==> config.mk <==
export PLATFORM = sky130hd
export DESIGN_NAME = spm_host_if
export DESIGN_NICKNAME = d
export VERILOG_FILES = /design/src/rtl/spm_host_if.sv
export SDC_FILE = /design/constraint.sdc
export NUM_CORES = 1
export LEC_CHECK = 0
export CAP_MARGIN = 15
export CELL_PAD_IN_SITES_DETAIL_PLACEMENT = 0
export CELL_PAD_IN_SITES_GLOBAL_PLACEMENT = 2
export CORE_MARGIN = 5
export CORE_UTILIZATION = 32
export DETAILED_ROUTE_END_ITERATION = 6
export HOLD_SLACK_MARGIN = 0.12
export PLACE_DENSITY_LB_ADDON = 0.08
export SETUP_SLACK_MARGIN = 0.02
export SYNTH_ARGS = -nofsm -noshare
export SYNTH_HDL_FRONTEND = slang
export SYNTH_SLANG_ARGS = --single-unit
export TNS_END_PERCENT = 1
==> constraint.sdc <==
create_clock -name clk -period 2.47 [get_ports clk]
set_clock_uncertainty 0.15 [all_clocks]
set_input_delay 0.6175 -clock clk [delete_from_list [all_inputs] [get_ports clk]]
set_output_delay 0.6175 -clock clk [all_outputs]
set_load 0.05 [all_outputs]
==> src/rtl/spm_host_if.sv <==
// Host-side driver for the spm serial-parallel multiplier: loads x in parallel, streams y LSB-first,
// gathers the serial product into a parallel result. Define SPM_HOST_SIGNED_EN for a two's-complement product.
module spm_host_if #(
  parameter int WIDTH = 8,
  parameter int P_LAT = 1
) (
  input  logic                 clk,
  input  logic                 rst,
  input  logic                 in_valid,
  output logic                 in_ready,
  input  logic [WIDTH-1:0]     in_x,
  input  logic [WIDTH-1:0]     in_y,
  output logic [WIDTH-1:0]     spm_x,
  output logic                 spm_y,
  output logic                 spm_clr,
  input  logic                 spm_p,
  output logic                 out_valid,
  input  logic                 out_ready,
  output logic [2*WIDTH-1:0]   out_p
);

  localparam int RUNLEN = 2*WIDTH + P_LAT;
  localparam int CW     = $clog2(RUNLEN + 1);

  typedef enum logic [1:0] {IDLE, CLR, RUN, DONE} state_e;

  state_e               state_q;
  logic [CW-1:0]        cnt_q;
  logic [WIDTH-1:0]     ys_q;
  logic [WIDTH-1:0]     spm_x_q;
  logic                 in_ready_q;
  logic                 spm_y_q;
  logic                 spm_clr_q;
  logic                 out_valid_q;
  logic [2*WIDTH-1:0]   out_p_q;

  logic [CW-1:0]        idx_d;
  logic                 spm_y_d;
  logic                 ext_bit;

`ifdef SPM_HOST_SIGNED_EN
  assign ext_bit = ys_q[WIDTH-1];
`else
  assign ext_bit = 1'b0;
`endif

  // spm_y is registered, so the bit for the *next* RUN index is selected one cycle early.
  always_comb begin
    idx_d   = (state_q == CLR) ? '0 : cnt_q + 1'b1;
    spm_y_d = 1'b0;
    for (int unsigned i = 0; i < WIDTH; i++) begin
      if (idx_d == CW'(i)) spm_y_d = ys_q[i];
    end
    if (idx_d >= CW'(WIDTH) && idx_d < CW'(2*WIDTH)) spm_y_d = ext_bit;
  end

  always_ff @(posedge clk or negedge rst) begin
    if (!rst) begin
      state_q     <= IDLE;
      cnt_q       <= '0;
      ys_q        <= '0;
      spm_x_q     <= '0;
      in_ready_q  <= 1'b0;
      spm_y_q     <= 1'b0;
      spm_clr_q   <= 1'b0;
      out_valid_q <= 1'b0;
      out_p_q     <= '0;
    end else begin
      case (state_q)
        IDLE: begin
          if (in_valid && in_ready_q) begin
            spm_x_q    <= in_x;
            ys_q       <= in_y;
            spm_clr_q  <= 1'b1;
            spm_y_q    <= 1'b0;
            in_ready_q <= 1'b0;
            state_q    <= CLR;
          end else begin
            in_ready_q <= 1'b1;
          end
        end
        CLR: begin
          spm_clr_q <= 1'b0;
          cnt_q     <= '0;
          spm_y_q   <= spm_y_d;
          state_q   <= RUN;
        end
        RUN: begin
          cnt_q   <= idx_d;
          spm_y_q <= spm_y_d;
          if (cnt_q >= CW'(P_LAT)) out_p_q <= {spm_p, out_p_q[2*WIDTH-1:1]};
          if (cnt_q == CW'(RUNLEN-1)) begin
            out_valid_q <= 1'b1;
            state_q     <= DONE;
          end
        end
        DONE: begin
          if (out_ready) begin
            out_valid_q <= 1'b0;
            in_ready_q  <= 1'b1;
            state_q     <= IDLE;
          end
        end
        default: state_q <= IDLE;
      endcase
    end
  end

  assign in_ready  = in_ready_q;
  assign spm_x     = spm_x_q;
  assign spm_y     = spm_y_q;
  assign spm_clr   = spm_clr_q;
  assign out_valid = out_valid_q;
  assign out_p     = out_p_q;

endmodule

* Word-level counts from Yosys, hierarchy flattened
Cells that the tools add are included.
** Storage, ports and cells
- Bits in registers :: 43
- Input bits :: 21
- Output and inout bits :: 28
- Logic and storage cells :: 69
** Cells by class
- Add/sub/neg operators :: 1
- Magnitude comparators :: 3
- Equality and inequality tests :: 14
- Muxes and demuxes :: 25
- Reductions and logical operators :: 17
** Operators by type and width (number)
- 5-bit by 3-bit equality test with 1-bit output, second input constant :: 4
- 1-bit two-way mux :: 15
- 5-bit by 2-bit equality test with 1-bit output, second input constant :: 2
- 5-bit case mux with 2 select lines :: 1
- 2-bit AND reduction :: 5
- 2-bit nonzero test :: 5
- 1-bit case mux with 2 select lines :: 4
- 2-bit case mux with 4 select lines :: 1
- 2-bit two-way mux :: 3
- 2-bit != test, second input constant :: 3
- 3-bit AND reduction :: 2
- 5-bit by 1-bit adder with 5-bit output, second input constant :: 1
- 5-bit by 1-bit equality test with 1-bit output, second input constant :: 1
- 5-bit equality test, second input constant :: 1
- 5-bit by 1-bit greater-or-equal comparator with 1-bit output, second input constant :: 1
- 5-bit by 4-bit greater-or-equal comparator with 1-bit output, second input constant :: 1
- 5-bit zero test :: 1
- 5-bit < comparator, second input constant :: 1
- 5-bit two-way mux :: 1
- 2-bit equality test, second input constant :: 2
- 2-bit by 1-bit equality test with 1-bit output, second input constant :: 1
- 1-bit logical AND :: 2
- 2-bit zero test :: 1
- 2-bit OR reduction :: 1

* Logic depth before layout (Yosys ltp)
- Word-level depth :: 13
- Gate-level depth with buffers :: 7
- Depth with buffers taken out :: 6

* Worst setup path before layout
No wires, ideal clock.
- Path kind :: reg-to-reg
- Start :: register cnt_q[4]
- End :: register out_p_q[10], in the netlist out_p[10]
- Library setup time :: 0.125 ns
- Data arrival time :: 1.794 ns
- Data required time :: 2.195 ns
- Path slack :: 0.401 ns
- Cell stages (with the launch flop) :: 5
- Buffers on the path :: 1
- Period minus slack after synthesis :: 2.069 ns
- Cells stage by stage :: dfrtp_1 -> or4_4 -> o31ai_4 -> buf_6 -> mux2_2
** On the way
- Longest elaborated chain between the ends :: 2
** RTL lines
- start, declared :: line 28 : logic [CW-1:0] cnt_q;
- start signal, assigned :: line 89 : cnt_q <= idx_d;
- 5-bit by 1-bit greater-or-equal comparator with 1-bit output :: line 91 : if (cnt_q >= CW'(P_LAT)) out_p_q <= {spm_p, out_p_q[2*WIDTH-1:1]};
- 2-bit AND reduction (no source line)
- end signal, assigned :: line 91
- end, declared :: line 35 : logic [2*WIDTH-1:0] out_p_q;
No other way between the ends.
A chain may end at the register's enable or synchronous reset.

* Worst setup path after layout
- Start :: register in_ready_q, in the netlist in_ready
- End :: output in_ready
** RTL lines
- start, declared :: line 31 : logic in_ready_q;
- start signal, assigned :: line 63 : in_ready_q <= 1'b0;
- start signal, assigned :: line 76 : in_ready_q <= 1'b0;
- start signal, assigned :: line 79 : in_ready_q <= 1'b1;
- end, declared :: line 10 : output logic in_ready,
No word-level cell between the ends.

==> results.sh <==
export IMPL_grtUsageTotal=0.116
export IMPL_worstSetupStartpointType="flop"
export IMPL_post_drt_wl_per_cell_um=14.3
export IMPL_setup_viol=0
export IMPL_reg2reg_setup_slack_ns=0.35
export IMPL_fmaxAchievable_mhz=429
export IMPL_power_density_nw_per_um2=1270
export IMPL_irDropWorstVdd_v=0.000660
export IMPL_cts_hold_repair_buffers=0
export IMPL_die_width_um=87.8
export IMPL_fp_dieArea_um2=7710
export IMPL_number_of_antenna_violations_at_the_first_check_in_global_routing=0
export IMPL_gp_congestion=0.735
export IMPL_post_layout_total_power_uw=3290
export IMPL_detail_route_drc_violations=0
export IMPL_drtAntennaViolNets=0
export IMPL_cts_root_to_sink_buffers=2
export IMPL_place_area_um2=2510
export IMPL_dp_hpwl_um=2990
export IMPL_grt_setup_unrepaired="false"
export IMPL_critical_path_arrival_ns=1.57
export IMPL_timing_setup_tns_ns=0
export IMPL_final_cell_mix="sky130_fd_sc_hd__clkdlybuf4s50_1 (47), sky130_fd_sc_hd__dfrtp_1 (43), sky130_fd_sc_hd__mux2_2 (32)"
export IMPL_coreArea_um2=5920
export IMPL_post_cts_resized_instances=0
export IMPL_worstPathCellList="clkdlybuf4s50_1"
export IMPL_r2r_start="cnt_q[0]"
export IMPL_timing_setup_critical_path_class="reg2out"
export IMPL_grt_overflow_total=0
export IMPL_worst_slew_margin_rel=0.651
export IMPL_average_size_of_a_mapped_cell_um2=13.4
export IMPL_syn2layout_area_growth_pct=34.0
export IMPL_fin_crit_sh=0.945
export IMPL_crit_path_max_incr_delay_ns=0.84
export IMPL_path_max_fanout=6
export IMPL_place_port_buffers=48
export IMPL_first_global_vias=1495
export IMPL_floorplan_die_height_um=87.8
export IMPL_viasPerCell=4.76
export IMPL_slew_viol_final=0
export IMPL_synth_sequential_area_ratio=0.555
export IMPL_routed_wl_um=3940
export IMPL_cts_root_buffer_type="sky130_fd_sc_hd__clkbuf_8"
export IMPL_timing_critical_path_required_ns=1.70
export IMPL_mappedNetlistNets=173
export IMPL_met3RoutedLength_um=222
export IMPL_ys_seq_elements=43
export IMPL_finalHoldViolCount=0
export IMPL_drtPass1Iterations=2
export IMPL_clock_tree_from_tritoncts="done"
export IMPL_met2_wirelength_um=1900
export IMPL_grt_first_pass_wirelength_um=7020
export IMPL_num_io_pins=49
export IMPL_wirelength_met1_um=1790
export IMPL_clock_buffer_count_from_cts=5
export IMPL_initial_utilization=0.327
export IMPL_h_tree_depth=2
export IMPL_synth_cell_types=33
export IMPL_stdcell_area_um2=2600
export IMPL_top_layer="met4"
export IMPL_max_stage_delay_cell_worst_path="sky130_fd_sc_hd__clkdlybuf4s50_1"
export IMPL_layout_cells_most_common="sky130_fd_sc_hd__clkdlybuf4s50_1"
export IMPL_worst_pin_slew_ns=0.523
export IMPL_p_leak_uw=0.00114
export IMPL_antenna_cells_inserted=0
export IMPL_cp_top_family="buffers and inverters"
export IMPL_via_count=1309
export IMPL_largest_net_degree_at_the_start_of_global_routing=23
export IMPL_cts_repair_timing_setup_buffer_count=0
export IMPL_worst_r2r_path_depth=6
export IMPL_mappedNetlistArea_um2=1940
export IMPL_timing_critical_path_to_type="output pin"
export IMPL_floorplan_rows=28
export IMPL_timing_max_cap_violations=0
export IMPL_synthesis_yosys_warnings=0
export IMPL_worst_setup_hold_path_clk_slew_ns=0.08
export IMPL_cts_sinks=43
export IMPL_syn_inst=145
export IMPL_post_route_min_period_ns=2.33
export IMPL_outcome="complete, no violations"
export IMPL_final_core_utilization=0.439
export IMPL_critical_path_buf_inv_count=1
export IMPL_clock_insertion_delay_worst_skew_ns=0.29
export IMPL_worst_r2r_endpoint="state_q[0]"
export IMPL_worst_hold_path_type="in2async"
export IMPL_drive_above_1_share=0.235
export IMPL_dr_iter_0_viols=30
export IMPL_nNetsFinal=227
[registers in the layout (all words and copies together), names as in the netlist]
| name | flops |
|---|---|
| cnt_q | 5 |
| in_ready | 1 |
| out_valid | 1 |
| state_q | 2 |
| spm_clr | 1 |
| ys_q | 8 |
| spm_y | 1 |
| out_p | 16 |
| spm_x | 8 |
[synthesized netlist by cell type, drive strengths merged]
library cell / number / area (um^2)
a21o: 1 / 7.51
clkbuf: 2 / 7.51
dfrtp: 43 / 1080
or4: 1 / 11.3
a311oi: 1 / 8.76
mux4: 1 / 22.5
o31ai: 1 / 21.3
nor2b: 1 / 6.26
o32a: 1 / 10.0
o311ai: 1 / 8.76
ha: 7 / 87.6
or4bb: 1 / 11.3
a32oi: 1 / 8.76
a21oi: 4 / 20.0
nand2b: 3 / 18.8
nand3: 3 / 15.0
nor3: 2 / 10.0
nand2: 6 / 22.5
buf: 2 / 22.5
mux2: 32 / 360
a22o: 2 / 18.8
o21ai: 9 / 45.0
and3: 2 / 12.5
xor2: 1 / 8.76
xnor2: 1 / 8.76
and2: 2 / 12.5
nor2: 3 / 11.3
nand4: 1 / 6.26
inv: 5 / 18.8
a31oi: 2 / 12.5
mux2i: 2 / 20.0
o22ai: 1 / 6.26
[through the flow]
step | std cells | hold WS [ns] | setup slack, ns
detailed placement | 267 | 0.343 | 0.369
CTS | 275 | 0.160 | 0.117
global placement | 267 | 0.337 | 0.407
global route | 275 | 0.185 | 0.0680
finish | 275 | 0.150 | 0.136
floorplan | 145 | 0.172 | 0.401
[layer usage]
layer	vias to the layer above	GRT usage
li1	633	-
met5	-	0
met1	643	0.146
met4	0	0.0363
met3	4	0.0376
met2	29	0.188
[report_power, final]
| part | switching, uW | internal [uW] | total, uW | leakage (uW) |
|---|---|---|---|---|
| clock | 229 | 198 | 427 | 0.0000412 |
| sequential | 170 | 956 | 1130 | 0.000546 |
| combinational | 1030 | 707 | 1730 | 0.000554 |
| total | 1430 | 1860 | 3290 | 0.00114 |
[area by class of cell]
type / instances / area, um^2
Sequential cell: 43 / 1080
Fill cell: 569 / 3320
Clock inverter: 2 / 12.5
Inverter: 5 / 18.8
Tap cell: 75 / 93.8
Multi-Input combinational cell: 93 / 813
Clock buffer: 6 / 72.6
Timing Repair Buffer: 51 / 510
[kinds of logic after synthesis]
family	Yosys count	synth area share
XOR/XNOR	2	0.00904
AND/OR/NAND/NOR	25	0.0710
buffers and inverters	9	0.0252
adder cells (fa/ha/maj)	7	0.0452
multiplexers	35	0.208
flip-flops	43	0.555
AO/OA/AOI/OAI	24	0.0865
[how the worst max path moves through the flow]
stage / startpoint / end / slack [ns] / depth (start not counted)
after floorplan: cnt_q[4] / out_p[10] / 0.40 / 4
after global placement: cnt_q[4] / out_p[13] / 0.41 / 4
after detailed placement: cnt_q[0] / state_q[0] / 0.37 / 6
after CTS: in_ready / in_ready / 0.12 / 1
after global routing: in_ready / in_ready / 0.07 / 1
final: in_ready / in_ready / 0.14 / 1
(Power assumes the default switching activity.)
